## config.mk

```make
export PLATFORM = sky130hd
export DESIGN_NAME = prog_loader
export DESIGN_NICKNAME = d
export VERILOG_FILES = /design/src/rtl/prog_loader_pkg.sv /design/src/rtl/prog_loader_sat_counter.sv /design/src/rtl/prog_loader.sv
export SDC_FILE = /design/constraint.sdc
export NUM_CORES = 1
export LEC_CHECK = 0
export ABC_CLOCK_PERIOD_IN_PS = 6400
export BUFFER_PORTS_ARGS = -buffer_cell sky130_fd_sc_hd__buf_2
export CORE_UTILIZATION = 55
export CTS_BUF_LIST = sky130_fd_sc_hd__clkbuf_8
export DETAILED_ROUTE_END_ITERATION = 10
export GPL_TIMING_DRIVEN = 0
export PLACE_DENSITY = 0.89
export SYNTH_ARGS = -nofsm -noshare
export SYNTH_HDL_FRONTEND = slang
export SYNTH_SLANG_ARGS = --single-unit
```

## constraint.sdc

```tcl
create_clock -name clk -period 6.4 [get_ports clk]
set_input_delay 0 -clock clk [delete_from_list [all_inputs] [get_ports clk]]
set_output_delay 0 -clock clk [all_outputs]
set_load 0.02 [all_outputs]
```

## src/rtl/prog_loader_pkg.sv

```systemverilog
// Shared types and constants for the program loader: FSM states, header layout
// and memory depth limits.
package prog_loader_pkg;

  typedef enum logic [2:0] {
    ST_IDLE   = 3'd0,
    ST_HDR_D  = 3'd1,
    ST_LD_I   = 3'd2,
    ST_LD_DLO = 3'd3,
    ST_LD_DHI = 3'd4,
    ST_RUN    = 3'd5,
    ST_DONE   = 3'd6,
    ST_ERR    = 3'd7
  } state_e;

  localparam int unsigned IMEM_ADDR_W_DEF = 9;
  localparam int unsigned DMEM_ADDR_W_DEF = 10;
  localparam int unsigned CYC_W_DEF       = 32;

  // Word positions of the two header fields within the stream.
  localparam int unsigned HDR_NI_POS = 0;
  localparam int unsigned HDR_ND_POS = 1;

  localparam logic [31:0] MAX_I = 32'd1 << IMEM_ADDR_W_DEF;
  localparam logic [31:0] MAX_D = 32'd1 << DMEM_ADDR_W_DEF;

  // A count equal to the depth is legal; only strictly larger counts are rejected.
  function automatic logic exceeds_depth(input logic [31:0] count, input int unsigned aw);
    return count > (32'd1 << aw);
  endfunction

endpackage

```

## src/rtl/prog_loader_sat_counter.sv

```systemverilog
// Saturating up-counter with synchronous clear; holds at all-ones once reached.
module sat_counter #(
  parameter int unsigned W = 32
) (
  input  logic         clk,
  input  logic         rst,
  input  logic         clr_i,
  input  logic         inc_i,
  output logic [W-1:0] cnt_o
);

  logic [W-1:0] cnt_q;
  logic [W-1:0] cnt_d;

  always_comb begin
    cnt_d = cnt_q;
    if (clr_i) begin
      cnt_d = {W{1'b0}};
    end else if (inc_i && (cnt_q != {W{1'b1}})) begin
      cnt_d = cnt_q + {{(W-1){1'b0}}, 1'b1};
    end else begin
      cnt_d = cnt_q;
    end
  end

  always_ff @(posedge clk) begin
    if (rst) begin
      cnt_q <= {W{1'b0}};
    end else begin
      cnt_q <= cnt_d;
    end
  end

  assign cnt_o = cnt_q;

endmodule

```

## src/rtl/prog_loader.sv

```systemverilog
// Streams a header plus instruction and data images into the cpu memories,
// then releases the core and runs it until halt, counting enabled cycles.
module prog_loader
  import prog_loader_pkg::*;
#(
  parameter int unsigned IMEM_ADDR_W = IMEM_ADDR_W_DEF,
  parameter int unsigned DMEM_ADDR_W = DMEM_ADDR_W_DEF,
  parameter int unsigned CYC_W       = CYC_W_DEF
) (
  input  logic             clk,
  input  logic             rst,
  input  logic             s_valid,
  output logic             s_ready,
  input  logic [31:0]      s_data,
  input  logic             halt,
  output logic             cpu_arst_n,
  output logic             cpu_enable,
  output logic [63:0]      addr_ext,
  output logic             wen_ext,
  output logic [31:0]      wdata_ext,
  output logic [63:0]      addr_ext_2,
  output logic             wen_ext_2,
  output logic [63:0]      wdata_ext_2,
  output logic             busy,
  output logic             done,
  output logic             err,
  output logic [CYC_W-1:0] cycles
);

  // One extra bit so a count equal to the full depth fits.
  localparam int unsigned IW = IMEM_ADDR_W + 1;
  localparam int unsigned DW = DMEM_ADDR_W + 1;
  localparam logic [IW-1:0] ONE_I = {{(IW-1){1'b0}}, 1'b1};
  localparam logic [DW-1:0] ONE_D = {{(DW-1){1'b0}}, 1'b1};

  state_e        state_q;
  logic [IW-1:0] n_i_q, idx_i_q;
  logic [DW-1:0] n_d_q, idx_d_q;
  logic [31:0]   lo_q;
  logic          s_ready_q, cpu_arst_n_q, cpu_enable_q;
  logic [63:0]   addr_ext_q, addr_ext_2_q, wdata_ext_2_q;
  logic [31:0]   wdata_ext_q;
  logic          wen_ext_q, wen_ext_2_q;
  logic          busy_q, done_q, err_q;

  logic accept, last_i, last_d, cyc_clr, cyc_inc;

  assign accept = s_valid && s_ready_q;
  assign last_i = (idx_i_q + ONE_I) == n_i_q;
  assign last_d = (idx_d_q + ONE_D) == n_d_q;

  // The first RUN cycle still has the core in reset; that is where the count restarts.
  assign cyc_clr = (state_q == ST_RUN) && !cpu_arst_n_q;
  assign cyc_inc = (state_q == ST_RUN) && cpu_enable_q;

  always_ff @(posedge clk) begin
    if (rst) begin
      state_q       <= ST_IDLE;
      n_i_q         <= {IW{1'b0}};
      idx_i_q       <= {IW{1'b0}};
      n_d_q         <= {DW{1'b0}};
      idx_d_q       <= {DW{1'b0}};
      lo_q          <= 32'd0;
      s_ready_q     <= 1'b1;
      cpu_arst_n_q  <= 1'b0;
      cpu_enable_q  <= 1'b0;
      addr_ext_q    <= 64'd0;
      wen_ext_q     <= 1'b0;
      wdata_ext_q   <= 32'd0;
      addr_ext_2_q  <= 64'd0;
      wen_ext_2_q   <= 1'b0;
      wdata_ext_2_q <= 64'd0;
      busy_q        <= 1'b0;
      done_q        <= 1'b0;
      err_q         <= 1'b0;
    end else begin
      wen_ext_q   <= 1'b0;
      wen_ext_2_q <= 1'b0;
      case (state_q)
        ST_IDLE, ST_DONE: begin
          if (accept) begin
            cpu_arst_n_q <= 1'b0;
            done_q       <= 1'b0;
            idx_i_q      <= {IW{1'b0}};
            idx_d_q      <= {DW{1'b0}};
            if (exceeds_depth(s_data, IMEM_ADDR_W)) begin
              state_q   <= ST_ERR;
              err_q     <= 1'b1;
              s_ready_q <= 1'b0;
              busy_q    <= 1'b0;
            end else begin
              n_i_q   <= s_data[IW-1:0];
              state_q <= ST_HDR_D;
              busy_q  <= 1'b1;
            end
          end
        end
        ST_HDR_D: begin
          if (accept) begin
            if (exceeds_depth(s_data, DMEM_ADDR_W)) begin
              state_q   <= ST_ERR;
              err_q     <= 1'b1;
              s_ready_q <= 1'b0;
              busy_q    <= 1'b0;
            end else begin
              n_d_q <= s_data[DW-1:0];
              if (n_i_q != {IW{1'b0}}) begin
                state_q <= ST_LD_I;
              end else if (s_data != 32'd0) begin
                state_q <= ST_LD_DLO;
              end else begin
                state_q   <= ST_RUN;
                s_ready_q <= 1'b0;
              end
            end
          end
        end
        ST_LD_I: begin
          if (accept) begin
            wen_ext_q   <= 1'b1;
            addr_ext_q  <= {{(62-IW){1'b0}}, idx_i_q, 2'b00};
            wdata_ext_q <= s_data;
            idx_i_q     <= idx_i_q + ONE_I;
            if (last_i) begin
              if (n_d_q != {DW{1'b0}}) begin
                state_q <= ST_LD_DLO;
              end else begin
                state_q   <= ST_RUN;
                s_ready_q <= 1'b0;
              end
            end
          end
        end
        ST_LD_DLO: begin
          if (accept) begin
            lo_q    <= s_data;
            state_q <= ST_LD_DHI;
          end
        end
        ST_LD_DHI: begin
          if (accept) begin
            wen_ext_2_q   <= 1'b1;
            addr_ext_2_q  <= {{(61-DW){1'b0}}, idx_d_q, 3'b000};
            wdata_ext_2_q <= {s_data, lo_q};
            idx_d_q       <= idx_d_q + ONE_D;
            if (last_d) begin
              state_q   <= ST_RUN;
              s_ready_q <= 1'b0;
            end else begin
              state_q <= ST_LD_DLO;
            end
          end
        end
        // Release is delayed one cycle so the final memory write lands before the core starts.
        ST_RUN: begin
          if (halt) begin
            state_q      <= ST_DONE;
            cpu_enable_q <= 1'b0;
            cpu_arst_n_q <= 1'b1;
            done_q       <= 1'b1;
            busy_q       <= 1'b0;
            s_ready_q    <= 1'b1;
          end else if (!cpu_enable_q) begin
            cpu_enable_q <= 1'b1;
            cpu_arst_n_q <= 1'b1;
          end
        end
        ST_ERR: begin
          state_q <= ST_ERR;
        end
        default: begin
          state_q <= ST_IDLE;
        end
      endcase
    end
  end

  sat_counter #(.W(CYC_W)) u_cycles (
    .clk   (clk),
    .rst   (rst),
    .clr_i (cyc_clr),
    .inc_i (cyc_inc),
    .cnt_o (cycles)
  );

  assign s_ready     = s_ready_q;
  assign cpu_arst_n  = cpu_arst_n_q;
  assign cpu_enable  = cpu_enable_q;
  assign addr_ext    = addr_ext_q;
  assign wen_ext     = wen_ext_q;
  assign wdata_ext   = wdata_ext_q;
  assign addr_ext_2  = addr_ext_2_q;
  assign wen_ext_2   = wen_ext_2_q;
  assign wdata_ext_2 = wdata_ext_2_q;
  assign busy        = busy_q;
  assign done        = done_q;
  assign err         = err_q;

endmodule

```

; Word-level counts from Yosys, hierarchy flattened
; Cells that the tools add are included.
[totals]
register_bits = 234
latchBits = 0
ram_bits = 0
mem_bits_ro = 0
input_bits = 36
out_inout_bits = 264
elab_cells = 135
mem_count = 0
[op_classes]
addsub = 3
n_mul = 0
n_div = 0
order_cmp = 2
n_eq_ne = 24
shift = 0
muxes = 51
bitwise = 4
reduce_logical = 32
[op_table]
columns = op, count
row1 = two-way mux 3 bit, 13
row2 = "adder 32 x 1 -> 32 bit, second input constant", 1
row3 = "> comparator 32 x 10 -> 1 bit, second input constant", 1
row4 = "> comparator 32 x 11 -> 1 bit, second input constant", 1
row5 = "!= test 32 bit, second input constant", 1
row6 = nonzero test 32 bit, 1
row7 = two-way mux 1 bit, 26
row8 = two-way mux 11 bit, 2
row9 = "!= test 2 bit, second input constant", 11
row10 = case mux 11 bit (2 select lines), 1
row11 = case mux 3 bit (7 select lines), 1
row12 = two-way mux 10 bit, 2
row13 = case mux 10 bit (2 select lines), 1
row14 = AND reduction 3 bit, 6
row15 = "== test 3 bit, second input constant", 4
row16 = AND reduction 12 bit, 1
row17 = "adder 11 x 1 -> 11 bit, second input constant", 1
row18 = == test 11 bit, 1
row19 = nonzero test 11 bit, 1
row20 = "adder 10 x 1 -> 10 bit, second input constant", 1
row21 = == test 10 bit, 1
row22 = AND reduction 5 bit, 2
row23 = nonzero test 10 bit, 1
row24 = "!= test 3 bit, second input constant", 3
row25 = 15 further kinds, 32

; Longest topological paths before layout
[logic_depth]
depth_word = 6
ltp_mapped = 9
depth_no_buf = 8

; Cells and area by module
; From an unflattened synthesis, not the netlist that was laid out.
[hier_totals]
hier_cells = 1379
hier_area_um2 = 10827.9
[modules_own_cells]
columns = mod, instances, cells_per_inst, area_each_um2, seq_area_each_um2
row1 = prog_loader, 1, 1188, 9111.2, 4043.9
row2 = sat_counter, 1, 191, 1716.6, 640.6

; Worst setup path after synthesis
; No wires, ideal clock.
[synth_path]
kind = register to register
startpoint = register idx_i_q[1]
endpoint = register state_q[0]
setup_ns = 0.070
arrival_time_ns = 2.234
required_time_ns = 6.330
slack_ns = 4.096
path_stages_with_launch = 10
path_buffers = 1
period_less_slack_ns = 2.304
cell_sequence = dfxtp_1 ha_1 clkbuf_1 nand4_1 nor2_1 nor4b_1 nor3_1 or3_1 a211o_1 a21oi_1
[synth_via]
elab_chain_cells = 4
[synth_lines]
columns = element, line_no
row1 = from (decl), prog_loader.sv:37  ; logic [IW-1:0] n_i_q, idx_i_q;
row2 = from (signal assigned), prog_loader.sv:60  ; idx_i_q <= {IW{1'b0}};
row3 = from (signal assigned), prog_loader.sv:84  ; idx_i_q <= {IW{1'b0}};
row4 = from (signal assigned), prog_loader.sv:123  ; idx_i_q <= idx_i_q + ONE_I;
row5 = adder 10 x 1 -> 10 bit, prog_loader.sv:49  ; assign last_i = (idx_i_q + ONE_I) == n_i_q;
row6 = == test 10 bit, prog_loader.sv:49
row7 = != test 2 bit (no source line), -
row8 = AND reduction 7 bit (no source line), -
row9 = to (signal assigned), prog_loader.sv:58  ; state_q <= ST_IDLE;
row10 = to (signal assigned), prog_loader.sv:87  ; state_q <= ST_ERR;
row11 = to (signal assigned), prog_loader.sv:93  ; state_q <= ST_HDR_D;
row12 = to (decl), prog_loader.sv:36  ; state_e state_q;
; Every way passes these cells.
; A chain may end at the register's enable or synchronous reset.

; Worst setup path after layout
[layout_path]
startpoint = register state_q[2]
endpoint = register addr_ext_2_q[10], in the netlist addr_ext_2[10]
[layout_via]
elab_chain_cells = 2
[layout_lines]
columns = element, line_no
row1 = == test 3 bit, prog_loader.sv:79  ; case (state_q)
row2 = AND reduction 2 bit (no source line), -
row3 = to (signal assigned), prog_loader.sv:143  ; addr_ext_2_q <= {{(61-DW){1'b0}}, idx_d_q, 3'b000};
row4 = to (decl), prog_loader.sv:41  ; logic [63:0] addr_ext_q, addr_ext_2_q, wdata_ext_2_q;
; Every way passes these cells.

==> flow_metrics.py <==
metrics = {
    "finish": {
        "layout_commonest_cell": "nand2_1",
        "final-seq-area_mm2": 0.00468,
        "fill_cells": 1466,
        "antenna-diode-count": 0,
        "multi_input_area_mm2": 0.00527,
        "nets": 1822,
        "mostFrequentLayoutCells": "nand2_1, dfxtp_1, a21oi_1",
        "postLayoutCoreUtil_pct": 71.2,
        "synthToLayoutAreaGrowth_pct": 25.4,
        "drive_gt1_share_pct": 20.7,
        "final_design_area_no_fill_mm2": 0.0135,
    },
    "drt": {
        "vias_per_cell": 5.45,
        "routed_wl_mm": 33.0,
        "ant_nets": 0,
        "wl_per_cell_um": 16.0,
        "drt-initial-drc-count": 1163,
        "drc": 0,
        "firstDrtPassIters": 6,
        "via_count": 11200,
    },
    "placement": {
        "place_hpwl_mm": 22.6,
        "gp_congestion": 0.933,
        "dpl_worst_slack_ns": 3.69,
        "place_area_mm2": 0.0124,
        "port_buffers": 189,
    },
    "power": {
        "p_seq_share_pct": 42.6,
        "p_switching_w": 0.00125,
        "p_sw_share_pct": 34.0,
        "p_clk_share_pct": 34.7,
        "p_int_w": 0.00243,
        "power.density_mw_per_mm2": 273,
        "pwr-share-comb_pct": 22.7,
        "p_leak_nw": 5.63,
        "irDropWorstVdd_mv": 0.214,
        "p_total_w": 0.00368,
    },
    "yosys": {
        "synthCells": 1412,
        "synth_cell_types": 64,
        "avgSynthCellArea_um2": 7.62,
        "seq_area_frac_synth_pct": 43.5,
        "synth-compound-area-share_pct": 14.6,
        "syn_area_mm2": 0.0108,
        "yosys.area_share.adder_pct": 0.349,
        "synth_mux_area_share_pct": 0.384,
        "synth-xor-area-share_pct": 3.88,
        "synthSimpleGateAreaFrac_pct": 26.1,
        "synth_seq_cells": 234,
        "synth_top_family_by_area": "simple AND/OR/NAND/NOR gates",
        "async_flop_share_pct": 0,
        "synth_edf_count": 0,
        "ys.flop_type": "dfxtp_1",
        "ys_warn_count": 0,
    },
    "sta": {
        "min_period_ns": 2.85,
        "finClkSkew_ns": 0.0300,
        "hold_viol_final": 0,
        "slew_violations": 0,
        "tns_ns": 0,
        "setup_viol": 0,
        "max_freq_mhz": 351,
        "rsz0062_at_grt": "false",
        "max-slew-margin-rel_pct": 40.0,
        "finalWorstSetupSlack_ns": 3.55,
        "worst_pin_slew_ns": 0.894,
        "fin_crit_sh_pct": 44.6,
    },
    "setup_path": {
        "critPathLaunch": "state_q[2]$_SDFFE_PP0P_",
        "start_kind": "flop",
        "reg2reg_slack_ns": 3.55,
        "reg2regPathDepth": 8,
        "r2r_start": "state_q[2]$_SDFFE_PP0P_",
        "worstPathRequired_ns": 6.87,
        "r2r_end": "addr_ext_2[10]$_SDFFE_PP0P_",
        "end_kind": "flop",
        "worstPathMaxFanout": 10,
        "worstSetupPathType": "flop to flop",
        "crit_arrival_ns": 3.32,
        "worstSetupEndpoint": "addr_ext_2[10]$_SDFFE_PP0P_",
    },
    "run": {
        "maxCapViolations": 0,
    },
    "clock_tree": {
        "clock_sinks": 234,
        "clkTransAtPathRegs_ns": 0.06,
        "insertion_delay_ns": 0.57,
        "cts-buffers-inserted": 40,
        "post-cts-setup-buffers": 0,
        "cts_resized": 0,
        "ctsHoldBuffers": 34,
        "clock_tree.root_cell": "clkbuf_8",
        "cts_buffer_depth": 3,
        "h-tree-depth": 2,
        "cts_tree": "built",
    },
    "floorplan": {
        "core.rowCount": 50,
        "ios": 300,
        "die-area_mm2": 0.0201,
        "die_w_um": 142,
        "die_y_um": 142,
        "coreArea_mm2": 0.0190,
        "start_util_pct": 56.8,
    },
    "grt": {
        "first_global_vias": 10300,
        "grt.total_usage_pct": 32.1,
        "gr-total-overflow": 0,
        "grt_max_degree": 13,
        "grt_pass1_wl_mm": 51.3,
        "antenna_found_initial": 0,
    },
    "worst_hold_path": {
        "hp-class": "primary input to flop",
    },
    "status": {
        "outcome": "complete, no violations",
    },
}
==> through the flow <==
step | hold WS [ns] | instances
floorplan | 0.0956 | 1518
global placement | 0.282 | 1967
detailed placement | 0.288 | 1967
CTS | 0.0665 | 2063
global route | 0.135 | 2063
finish | 0.0969 | 2063
==> Yosys cell counts, types with 3 or more instances <==
master | instances | area [um2]
a211oi_1 | 3 | 22.5
a31oi_1 | 3 | 18.8
and2_1 | 6 | 37.5
o21a_1 | 3 | 22.5
inv_1 | 8 | 30.0
and3_1 | 8 | 50.1
nand3b_1 | 4 | 30.0
a211o_1 | 3 | 26.3
ha_1 | 3 | 37.5
nand2_1 | 386 | 1450
mux2i_1 | 3 | 30.0
nor2_1 | 78 | 293
nand3_1 | 39 | 195
or3_1 | 15 | 93.8
clkbuf_1 | 69 | 259
nor2b_1 | 4 | 25.0
a21o_1 | 3 | 22.5
o31ai_1 | 4 | 30.0
nand2b_1 | 9 | 56.3
nor4b_1 | 4 | 35.0
buf_4 | 107 | 803
xnor2_1 | 29 | 254
and4_1 | 7 | 61.3
buf_1 | 6 | 22.5
dfxtp_1 | 234 | 4680
a21oi_1 | 214 | 1070
nor3_1 | 27 | 135
xor2_1 | 16 | 140
a22oi_1 | 4 | 30.0
nor4_1 | 24 | 150
buf_2 | 17 | 85.1
o21ai_1 | 7 | 35.0
o21ai_0 | 12 | 60.1
nand4_1 | 11 | 68.8
==> area by class of cell <==
type / instances / share of cell area, %
flip-flops and latches: 234 / 34.7
well taps: 260 / 2.41
clock buffers: 44 / 4.49
clock inverters: 18 / 0.881
multi-input cells: 1075 / 39.0
inverters: 10 / 0.278
plain buffers: 199 / 8.67
repair buffers: 223 / 9.53
==> sequential cells by signal (all words and copies together), names as in the netlist, 11 cells and up <==
signal	cells
lo_q	32
n_d_q	11
u_cycles.cnt_o	32
wdata_ext	32
idx_d_q	11
addr_ext_2	11
wdata_ext_2	64
==> how the worst min path moves through the flow <==
stage,end,slack (ns),depth (start not counted),startpoint
floorplan,cpu_enable$_SDFFE_PP0P_,0.1,1,halt
global placement,wdata_ext_2[52]$_SDFFE_PP0P_,0.28,3,s_data[20]
detailed placement,wdata_ext[20]$_SDFFE_PP0P_,0.29,3,s_data[20]
CTS,state_q[0]$_SDFFE_PP0P_,0.07,5,s_valid
global route,state_q[0]$_SDFFE_PP0P_,0.14,5,s_valid
finish,state_q[0]$_SDFFE_PP0P_,0.1,5,s_valid
==> power by group through the flow <==
stage                     sequential, W  combinational, W  clock, W
after floorplan                 0.00165          0.000496         0
after global placement          0.00159          0.000776         0
after detailed placement        0.00159          0.000783         0
after CTS                       0.00157          0.000806   0.00128
after global routing            0.00157          0.000895   0.00135
final                           0.00157          0.000837   0.00128
==> layer usage <==
metal	vias to the layer above	track usage (%)	wire length, um	part of all wire (%)
met5	-	0	0	0
met4	0	17.0	1430	4.3
met3	116	7.39	3560	11
met2	675	53.1	15500	47
met1	5192	38.8	12500	38
li1	5262	-	-	-
==> cells by family after synthesis <==
kind of cell | count (synthesis)
other cells | 1
xor+xnor | 46
buf+inv | 209
flops | 234
mux | 4
fa+ha+maj | 3
compound gates | 278
simple gates | 637
==> worst max-delay path, stage by stage, from the launching register on <==
cell and delay (ns):
dfxtp_1 0.35, clkbuf_1 0.36, inv_2 0.13, or3_1 0.48, nor2_2 0.62, buf_2 0.36
buf_2 0.27, nand2_1 0.08, a21oi_1 0.14
Note: power is estimated with default switching activity, not from simulation.
